### config.mk
export PLATFORM = sky130hd
export DESIGN_NAME = instruction_fetch_flat
export DESIGN_NICKNAME = d
export VERILOG_FILES = /design/src/rtl/instruction_fetch_if.sv /design/src/rtl/instruction_fetch.sv /design/src/flat_wrapper.sv
export SDC_FILE = /design/constraint.sdc
export NUM_CORES = 1
export LEC_CHECK = 0
export CORE_ASPECT_RATIO = 1.5
export CORE_UTILIZATION = 30
export DETAILED_ROUTE_END_ITERATION = 12
export GPL_TIMING_DRIVEN = 1
export MAX_ROUTING_LAYER = met4
export PLACE_DENSITY_LB_ADDON = 0.12
export SLEW_MARGIN = 30
export SYNTH_ARGS = -nofsm -noshare
export SYNTH_HDL_FRONTEND = slang
export SYNTH_SLANG_ARGS = --single-unit
### constraint.sdc
create_clock -name clk -period 3.2 [get_ports clk]
set_clock_uncertainty 0.2 [all_clocks]
set_input_delay 0.64 -clock clk [delete_from_list [all_inputs] [get_ports clk]]
set_output_delay 0.64 -clock clk [all_outputs]
set_load 0.02 [all_outputs]
### src/rtl/instruction_fetch_if.sv
// instruction_fetch_if: memory read bus, redirect and decoder handshake of the fetch unit
interface instruction_fetch_if #(
  parameter int data_length = 32,
  parameter int AW = 6
);
  logic [AW-1:0] mem_addr;
  logic mem_we;
  logic [data_length-1:0] mem_wdata;
  logic [data_length-1:0] mem_rdata;
  logic redirect_valid;
  logic [AW-1:0] redirect_addr;
  logic instr_valid;
  logic instr_ready;
  logic [data_length-1:0] instr_data;
  logic [AW-1:0] instr_pc;
  modport master (
    output mem_addr, mem_we, mem_wdata, instr_valid, instr_data, instr_pc,
    input mem_rdata, redirect_valid, redirect_addr, instr_ready
  );
  modport slave (
    input mem_addr, mem_we, mem_wdata, instr_valid, instr_data, instr_pc,
    output mem_rdata, redirect_valid, redirect_addr, instr_ready
  );
endinterface

### src/rtl/instruction_fetch.sv
// instruction_fetch: PC owner issuing reads to instruction memory, buffering words for the decoder
module instruction_fetch #(
  parameter int data_length = 32,
  parameter int mem_length = 64,
  parameter int opc_length = 5,
  parameter logic [opc_length-1:0] HALT_OPCODE = '0,
  parameter bit HALT_EN = 1'b1
) (
  input  logic clk,
  input  logic rst_n,
  input  logic start_i,
  output logic halted_o,
  output logic busy_o,
  instruction_fetch_if.master bus
);
  localparam int AW = $clog2(mem_length);
  typedef enum logic [1:0] {IDLE, FETCH, HALT} state_t;
  state_t state_q, state_d;
  logic [AW-1:0] pc_q, pc_d, pc_inc, addr_q, tag_q;
  logic inflight_q, rd_q, wr_q;
  logic [1:0] cnt_q, cnt_post;
  logic [data_length-1:0] data_q [2];
  logic [AW-1:0] pcs_q [2];
  logic fetch, flush, deq, cap, hit, stop, enq, issue, go_redirect, go_start;
  assign fetch = state_q == FETCH;
  assign flush = fetch && bus.redirect_valid;
  assign deq = bus.instr_valid && bus.instr_ready;
  assign cnt_post = cnt_q - 2'(deq);
  assign cap = fetch && inflight_q && !bus.redirect_valid;
  assign hit = HALT_EN && (bus.mem_rdata[data_length-1 -: opc_length] == HALT_OPCODE);
  assign stop = cap && hit;
  assign enq = cap && !hit;
  // counting the slot freed by this cycle's dequeue keeps one word per cycle under full ready
  assign issue = fetch && !bus.redirect_valid && (cnt_post + 2'(inflight_q)) < 2'd2;
  assign go_redirect = bus.redirect_valid && state_q != IDLE;
  assign go_start = start_i && state_q != FETCH;
  assign pc_inc = (pc_q == AW'(mem_length - 1)) ? '0 : pc_q + 1'b1;
  assign pc_d = go_redirect ? bus.redirect_addr : (go_start ? '0 : (issue ? pc_inc : pc_q));
  assign state_d = (go_redirect || go_start) ? FETCH : (stop ? HALT : state_q);
  assign bus.mem_addr = issue ? pc_q : addr_q;
  assign bus.mem_we = 1'b0;
  assign bus.mem_wdata = '0;
  assign bus.instr_valid = cnt_q != 2'd0;
  assign bus.instr_data = data_q[rd_q];
  assign bus.instr_pc = pcs_q[rd_q];
  assign halted_o = state_q == HALT && cnt_q == 2'd0;
  assign busy_o = fetch;
  always_ff @(posedge clk or negedge rst_n)
    if (!rst_n) begin
      state_q <= IDLE;
      pc_q <= '0;
      addr_q <= '0;
      tag_q <= '0;
      inflight_q <= 1'b0;
      rd_q <= 1'b0;
      wr_q <= 1'b0;
      cnt_q <= '0;
      data_q <= '{default: '0};
      pcs_q <= '{default: '0};
    end else begin
      state_q <= state_d;
      pc_q <= pc_d;
      addr_q <= bus.mem_addr;
      inflight_q <= issue && !stop;
      cnt_q <= flush ? 2'd0 : cnt_post + 2'(enq);
      rd_q <= !flush && (rd_q ^ deq);
      wr_q <= !flush && (wr_q ^ enq);
      if (issue) tag_q <= pc_q;
      if (enq) begin
        data_q[wr_q] <= bus.mem_rdata;
        pcs_q[wr_q] <= tag_q;
      end
    end
endmodule

### src/flat_wrapper.sv
// flat-port wrapper written by rule: the top's interface ports become plain ports
module instruction_fetch_flat 
#(
  parameter int data_length = 32,
  parameter int mem_length = 64,
  parameter int opc_length = 5,
  parameter logic [opc_length-1:0] HALT_OPCODE = '0,
  parameter bit HALT_EN = 1'b1
)
  (clk, rst_n, start_i, halted_o, busy_o, bus_mem_addr, bus_mem_we, bus_mem_wdata, bus_instr_valid, bus_instr_data, bus_instr_pc, bus_mem_rdata, bus_redirect_valid, bus_redirect_addr, bus_instr_ready);
  instruction_fetch_if #(.data_length(data_length), .AW(6)) bus_i ();
  input  logic clk;
  input  logic rst_n;
  input  logic start_i;
  output logic halted_o;
  output logic busy_o;
  output wire logic [$bits(bus_i.mem_addr)-1:0] bus_mem_addr;
  output wire logic [$bits(bus_i.mem_we)-1:0] bus_mem_we;
  output wire logic [$bits(bus_i.mem_wdata)-1:0] bus_mem_wdata;
  output wire logic [$bits(bus_i.instr_valid)-1:0] bus_instr_valid;
  output wire logic [$bits(bus_i.instr_data)-1:0] bus_instr_data;
  output wire logic [$bits(bus_i.instr_pc)-1:0] bus_instr_pc;
  input wire logic [$bits(bus_i.mem_rdata)-1:0] bus_mem_rdata;
  input wire logic [$bits(bus_i.redirect_valid)-1:0] bus_redirect_valid;
  input wire logic [$bits(bus_i.redirect_addr)-1:0] bus_redirect_addr;
  input wire logic [$bits(bus_i.instr_ready)-1:0] bus_instr_ready;
  assign bus_mem_addr = bus_i.mem_addr;
  assign bus_mem_we = bus_i.mem_we;
  assign bus_mem_wdata = bus_i.mem_wdata;
  assign bus_instr_valid = bus_i.instr_valid;
  assign bus_instr_data = bus_i.instr_data;
  assign bus_instr_pc = bus_i.instr_pc;
  assign bus_i.mem_rdata = bus_mem_rdata;
  assign bus_i.redirect_valid = bus_redirect_valid;
  assign bus_i.redirect_addr = bus_redirect_addr;
  assign bus_i.instr_ready = bus_instr_ready;
  instruction_fetch #(.data_length(data_length), .mem_length(mem_length), .opc_length(opc_length), .HALT_OPCODE(HALT_OPCODE), .HALT_EN(HALT_EN)) u_core (.clk(clk), .rst_n(rst_n), .start_i(start_i), .halted_o(halted_o), .busy_o(busy_o), .bus(bus_i));
endmodule
==> impl_results.md, run 1 <==
* All-Layer GR Usage at between 10 and 15%
* Pwr dens at 1030 nW/um^2
* I/O pins at 123
* Seq/Total Area, Yosys at 51.8%
* Switching power at approximately 2.3 mW
* Status: finished, final reports clean
* Final worst path period share at 97.8%
* Int Pwr at 4.30 mW
* Starting Density at 30.9%
* Mapped Cells at 368
* Hold Buf Count CTS at 0
* Post-Syn Area at 4880 um^2
* Global-route wire length before repair at 17,400 um
* Fin crit period at around 3.1 ns
* Root buf cell: clkbuf_16
* R2R Path Start: u_core.state_q[1]$_DFFE_PN0P_
* Post-layout util at 40.6%
* Post-DP HPWL at around 7500 um
* Pre-Repair DR Iteration Count at 4
* Core area at 15,800 um^2
* Async SR Flop Fraction at 100%
* Hold Fails Final Rpt at 0
* Primary FF master, synth: dfrtp_1
* Reg2reg setup slack at 0.57 ns
* Clock Latency Late Sink at 0.34 ns
* CP Max Fanout at 7
* Yosys warning count at 0
* Vias in the first global route at 3,372
* Reg2Reg Depth at 7
* Die area at 16,800 um^2
* Max VDD drop at 0.486 mV
* Kind of critical path: reg2out
* CTS tree: built
* Initial antenna violation count at 0
* DIE WIDTH at 106 um
* Total power at 6.57 mW
* # port buffers at 89
* Placer congestion estimate at slightly above 0.8
* Routed WL at 10,800 um
* Setup crit start kind: flip-flop
* DP Worst Slack at -0.592 ns
* Post-synth EDFFs at 0
* Largest net degree at the start of global routing at between 50 and 60
* DRC at 0
* Hold Path Class: in2async
* Switching Share at between 30% and 40%
* Max-slew headroom at 51.4%
* Layout cells sized above 1 at between 30 and 40%
* Bufs on Longest Clock Path at 2
* Fmax at 0.320 GHz
* Vias at 3,114
* Vias per cell at 4.55
* Final net count at between 500 and 600
* Power share of the clock group at around 15%
* Crit path DAT at 2.29 ns
* Total grt overflow at 0
* Most common cell after layout, fill and taps aside: mux2_2
* Fin worst setup slack at 0.0707 ns
* Max Slew Vio Count at 0
* Seq pwr share at 33.4%
* Leak Pwr at 2.76 nW
* Crit end category: output port
* CTS Buf Count at 9
* Seq cells post-synth at slightly above 100
* Comb pwr share at around half
* H-Tree Depth at 3
* Commonest non-fill, non-tap cells in the layout: 119 x mux2_2, 100 x dfrtp_1, 81 x clkdlybuf4s50_1
* Syn-to-layout area delta at 31.3%
* Post-DRT Antenna Nets at 0
* DR iter-0 viols at 49
* Wirelength per Cell at 15.7 um
* Worst Max-Slew Pin Slew at 0.729 ns
* Die Height at 158 um
* Max Cap Viol at 0
* Final setup violation count at 0
* RR Endpoint: u_core.data_q[57]$_DFFE_PN0P_
* Yosys cell types at 48
* Num rows at 56
* Clk slew on worst S/H paths at 0.07 ns
* Avg Cell Area, Syn at 13.3 um^2
* CP required at around 2.4 ns
* Ant. Diodes at 0
* Clock sink count at 101
worst max path at each step:
stage,start,endpoint,slack [ns],cells after the start
2_1_floorplan,u_core.cnt_q[1]$_DFF_PN0_,bus_mem_addr[1],0.02,8
3_3_place_gp,bus_instr_ready,bus_mem_addr[1],-0.58,8
3_5_place_dp,bus_instr_ready,bus_mem_addr[1],-0.59,8
4_1_cts,u_core.cnt_q[1]$_DFF_PN0_,bus_mem_addr[1],0.005,8
5_1_grt,u_core.cnt_q[1]$_DFF_PN0_,bus_mem_addr[0],-0.02,9
6_report,u_core.cnt_q[1]$_DFF_PN0_,bus_mem_addr[5],0.07,8
critical path: stages (launching register included):
cell and delay (ns):
dfrtp_1 0.38, or2_4 0.25, and2_4 0.17, ha_4 0.17, xor2_4 0.16, xnor2_2 0.22
nand2_4 0.13, mux2_4 0.34, buf_6 0.13
layer usage:
metal / routed length, um / up-vias / GRT usage [%]
met2: 5560 / 87 / 23.3
met4: 242 / 0 / 6.02
li1: - / 1449 / -
met3: 416 / 18 / 3.01
met1: 4540 / 1560 / 16.1
met5: 0 / - / -
sequential cells by signal (all words and copies together), names as in the netlist:
| register | cells |
|---|---|
| u_core.pc_q | 6 |
| u_core.pcs_q | 12 |
| u_core.rd_q | 1 |
| u_core.addr_q | 6 |
| u_core.state_q | 2 |
| u_core.data_q | 64 |
| u_core.cnt_q | 2 |
| u_core.tag_q | 6 |
| u_core.wr_q | 1 |
| u_core.inflight_q | 1 |
synthesized netlist by cell type, types with 2 or more instances:
cell type  number  area (um^2)
a21oi_1         2         10.0
clkbuf_1        7         26.3
o21ai_0        14         70.1
a22oi_1         2         15.0
nor2b_1         3         18.8
nand2_1         8         30.0
o21a_1          2         15.0
buf_2           7         35.0
inv_1           6         22.5
buf_4          33          248
dfrtp_1       101         2530
nand2b_1        2         12.5
and2_1          3         18.8
nand3_1         3         15.0
nor2_1         11         41.3
xnor2_1         2         17.5
ha_1            5         62.6
o211ai_1        2         15.0
mux2_1          4         45.0
a211oi_1        3         22.5
mux2_2        119         1340
xor2_2          2         32.5
buf_1           2         7.51
power by group through the flow:
stage	combinational (mW)	clock, mW	sequential, mW
2_1_floorplan	2.02	0	2.11
3_3_place_gp	3.18	0	2.18
3_5_place_dp	3.20	0	2.22
4_1_cts	3.38	1.04	2.19
5_1_grt	3.64	1.10	2.29
6_report	3.38	0.993	2.19
cell type report:
class,instances,area (um^2)
fillers,1518,9360
flip-flops and latches,101,2530
multi-input cells,243,2200
repair buffers,117,1140
well taps,203,254
clock buffers,9,225
clock inverters,6,40.0
inverters,6,22.5
logic make-up (layout without fill, tap and decap cells):
group / Yosys count / count (layout) / synth area share (%)
AOI/OAI and AO/OA: 37 / 37 / 5.39
xor gates and xnor gates: 5 / 5 / 1.36
other: 1 / 33 / 0.0769
adders and majority gates: 5 / 5 / 1.28
DFF: 101 / 101 / 51.8
buffers and inverters: 56 / 138 / 7.18
muxes: 125 / 125 / 28.9
and+or+nand+nor: 38 / 38 / 3.98
stage by stage:
step           hold slack (ns)  setup TNS [ns]  area (um^2)  std cells
2_1_floorplan            0.144               0         5000        400
3_3_place_gp             0.270           -3.34         6000        661
3_5_place_dp             0.278           -3.33         6000        661
4_1_cts                  0.173               0         6370        682
5_1_grt                  0.197         -0.0717         6400        685
6_report                 0.148               0         6400        685
what timing repair did:
item | CTS | global route
setup endpoints to repair | 6 | 6
resized for setup | 46 | 5
gates cloned | 0 | 0
setup buffers | 6 | 3
pin swaps | 4 | 4
Note: power is estimated with default switching activity, not from simulation.
==> run 2: changes to the inputs <==
--- a/config.mk
+++ b/config.mk
@@ -5,6 +5,7 @@
 export SDC_FILE = /design/constraint.sdc
 export NUM_CORES = 1
 export LEC_CHECK = 0
+export CAP_MARGIN = 40
 export CORE_ASPECT_RATIO = 1.5
 export CORE_UTILIZATION = 30
 export DETAILED_ROUTE_END_ITERATION = 12
==> run 2 against run 1 <==
Net effect: critical path depth did not move; design area grew 0.59%; utilization up 0.24 points; worst hold slack improved by 0.15 ns; sequential share of layout area decreased by 0.23 points; sequential power about the same; flip-flop and latch count did not move; clock power barely moved; register-to-register slack about the same; largest cell class unchanged; largest power group unchanged; highest routed layer unchanged.
==> impl_results.md, run 2 (same netlist as run 1, synthesis figures left out) <==
* Metal2 WL at 5610 um (was 5560 um)
* Num rows at 56 (unchanged)
* Largest Register: u_core.data_q (unchanged)
* Pre-Repair DR Iteration Count at 4 (unchanged)
* Core area at 15,800 um^2 (unchanged)
* Initial antenna violation count at 0 (unchanged)
* Final setup violation count at 0 (unchanged)
* Setup crit start: u_core.cnt_q[1]$_DFF_PN0_ (unchanged)
* Most common cell after layout, fill and taps aside: mux2_2 (unchanged)
* Die Height at 158 um (unchanged)
* Crit path DAT at 2.29 ns (about the same)
* CTS Buf Count at 9 (unchanged)
* Fmax at 0.319 GHz (was 0.320 GHz)
* Max Cap Viol at 0 (unchanged)
* CP Max Fanout at 7 (unchanged)
* DR iter-0 viols at 53 (was 49)
* Max Slew Vio Count at 0 (unchanged)
* Max-slew headroom at 66.6% (was 51.4%)
* Starting Density at 30.9% (unchanged)
* Placed instance count at 661 (unchanged)
* Total power at 6.58 mW (was 6.57 mW)
* Total grt overflow at 0 (unchanged)
* Wirelength per Cell at 15.7 um (about the same)
* I/O pins at 123 (unchanged)
* Ant. Diodes at 0 (unchanged)
* Layout cells sized above 1 at 39.5% (was 39.4%)
* Vias at 3,112 (was 3,114)
* Final net count at 528 (was 526)
* Hold Fails Final Rpt at 0 (unchanged)
* Placer congestion estimate at 0.818 (unchanged)
* Kind of critical path: reg2out (unchanged)
* Die area at 16,800 um^2 (unchanged)
* DRC at 0 (unchanged)
* Regs by FF count: u_core.data_q: 64 flops, u_core.pcs_q: 12 flops (unchanged)
* DP Worst Slack at -0.592 ns (unchanged)
* CP endpoint: bus_mem_addr[5] (unchanged)
* Leak Pwr at 2.78 nW (was 2.76 nW)
* Global-route wire length before repair at 17,400 um (unchanged)
* Setup tns final at 0 ns (unchanged)
* Pwr dens at 1020 nW/um^2 (was 1030 nW/um^2)
* Bufs on Longest Clock Path at 2 (unchanged)
* Post-Layout Inst Area at 6440 um^2 (was 6400 um^2)
* Routed WL at 10,800 um (about the same)
* DP Area at 6000 um^2 (unchanged)
* Fin worst setup slack at 0.0695 ns (was 0.0707 ns)
* Post-layout util at 40.9% (was 40.6%)
* All-Layer GR Usage at 14.0% (unchanged)
* Fin crit period at 3.13 ns (about the same)
* Syn-to-layout area delta at 32.1% (was 31.3%)
* Post-DRT Antenna Nets at 0 (unchanged)
* Top Layer Used: met4 (unchanged)
* Reg2Reg Depth at 7 (unchanged)
* Final worst path period share at 97.8% (about the same)
* Hold Path Class: reg2reg (was in2async)
* Clk slew on worst S/H paths at 0.07 ns (about the same)
* H-Tree Depth at 3 (unchanged)
* Clock Latency Late Sink at 0.34 ns (about the same)
* Crit end category: output port (unchanged)
* Reg2reg setup slack at 0.57 ns (about the same)
* Max VDD drop at 0.485 mV (was 0.486 mV)
* # port buffers at 89 (unchanged)
* CP required at 2.36 ns (about the same)
* Commonest non-fill, non-tap cells in the layout: 119 x mux2_2, 100 x dfrtp_1, 81 x clkdlybuf4s50_1 (unchanged)
* Worst Max-Slew Pin Slew at 0.497 ns (was 0.729 ns)
* Vias in the first global route at 3,372 (unchanged)
* Clock sink count at 101 (unchanged)
* Setup crit start kind: flip-flop (unchanged)
* Status: finished, final reports clean (unchanged)
* Largest net degree at the start of global routing at 56 (unchanged)
* RR Endpoint: u_core.pcs_q[10]$_DFFE_PN0P_ (was u_core.data_q[57]$_DFFE_PN0P_)
* DIE WIDTH at 106 um (unchanged)
* Post-DP HPWL at 7480 um (unchanged)
* Vias per cell at 4.53 (was 4.55)
* Max FFs per register at 64 (unchanged)
* WHS at 0.301 ns (was 0.148 ns)
* R2R Path Start: u_core.state_q[1]$_DFFE_PN0P_ (unchanged)
* Non-filler instance count after layout at 687 (was 685)
* Met1 WL at 4550 um (was 4540 um)
* CTS tree: built (unchanged)
* Met3 wire len at 403 um (was 416 um)
* Root buf cell: clkbuf_16 (unchanged)
-- run 2: cell count changes in the layout (fill, tap and decap cells not counted), sizes merged --
cell / before / now
buf: 35 / 36
dlygate4sd3: 0 / 1
-- run 2: layout make-up --
cell class	instances	area [um^2]
repair buffers	119	1180
clock buffers	9	225
inverters	6	22.5
fillers	1516	9320
flip-flops and latches	101	2530
well taps	203	254
multi-input cells	243	2200
clock inverters	6	40.0
-- run 2: worst max-delay path: stages, from the launching register on --
cell and delay [ns]:
dfrtp_1 0.38, or2_4 0.25, and2_4 0.17, ha_4 0.17
xor2_4 0.16, xnor2_2 0.22, nand2_4 0.13, mux2_4 0.34
buf_6 0.13
-- run 2: how the worst min path moves through the flow --
stage,startpoint,endpoint,slack (ns),cells past startpoint
after floorplan,rst_n,u_core.addr_q[0]$_DFF_PN0_,0.14,0
after global placement,u_core.addr_q[5]$_DFF_PN0_,u_core.addr_q[5]$_DFF_PN0_,0.27,1
after detailed placement,u_core.addr_q[2]$_DFF_PN0_,u_core.addr_q[2]$_DFF_PN0_,0.28,1
after CTS,rst_n,u_core.data_q[43]$_DFFE_PN0P_,0.17,1
after global routing,u_core.addr_q[2]$_DFF_PN0_,u_core.addr_q[2]$_DFF_PN0_,0.31,1
final,u_core.addr_q[4]$_DFF_PN0_,u_core.addr_q[4]$_DFF_PN0_,0.30,2
-- run 2: power breakdown --
group | switching [mW] | internal [mW] | total (mW)
clock | 0.473 | 0.523 | 0.996
combinational | 1.49 | 1.90 | 3.39
sequential | 0.309 | 1.88 | 2.19
-- run 2: repair_timing --
| item | 4_1_cts | 5_1_grt |
|---|---|---|
| resized for setup | 46 | 5 |
| hold buffers | 0 | 1 |
| hold endpoints to repair | 0 | 8 |
| gates cloned | 0 | 0 |
| endpoints found under the setup margin | 6 | 6 |
| buffers inserted | 6 | 3 |
| pin swaps | 4 | 4 |
-- run 2: layer usage --
layer / track usage [%] / vias up
met1: 16.1 / 1559
met3: 3.01 / 16
met5: - / -
met2: 23.3 / 84
li1: - / 1453
met4: 6.02 / 0
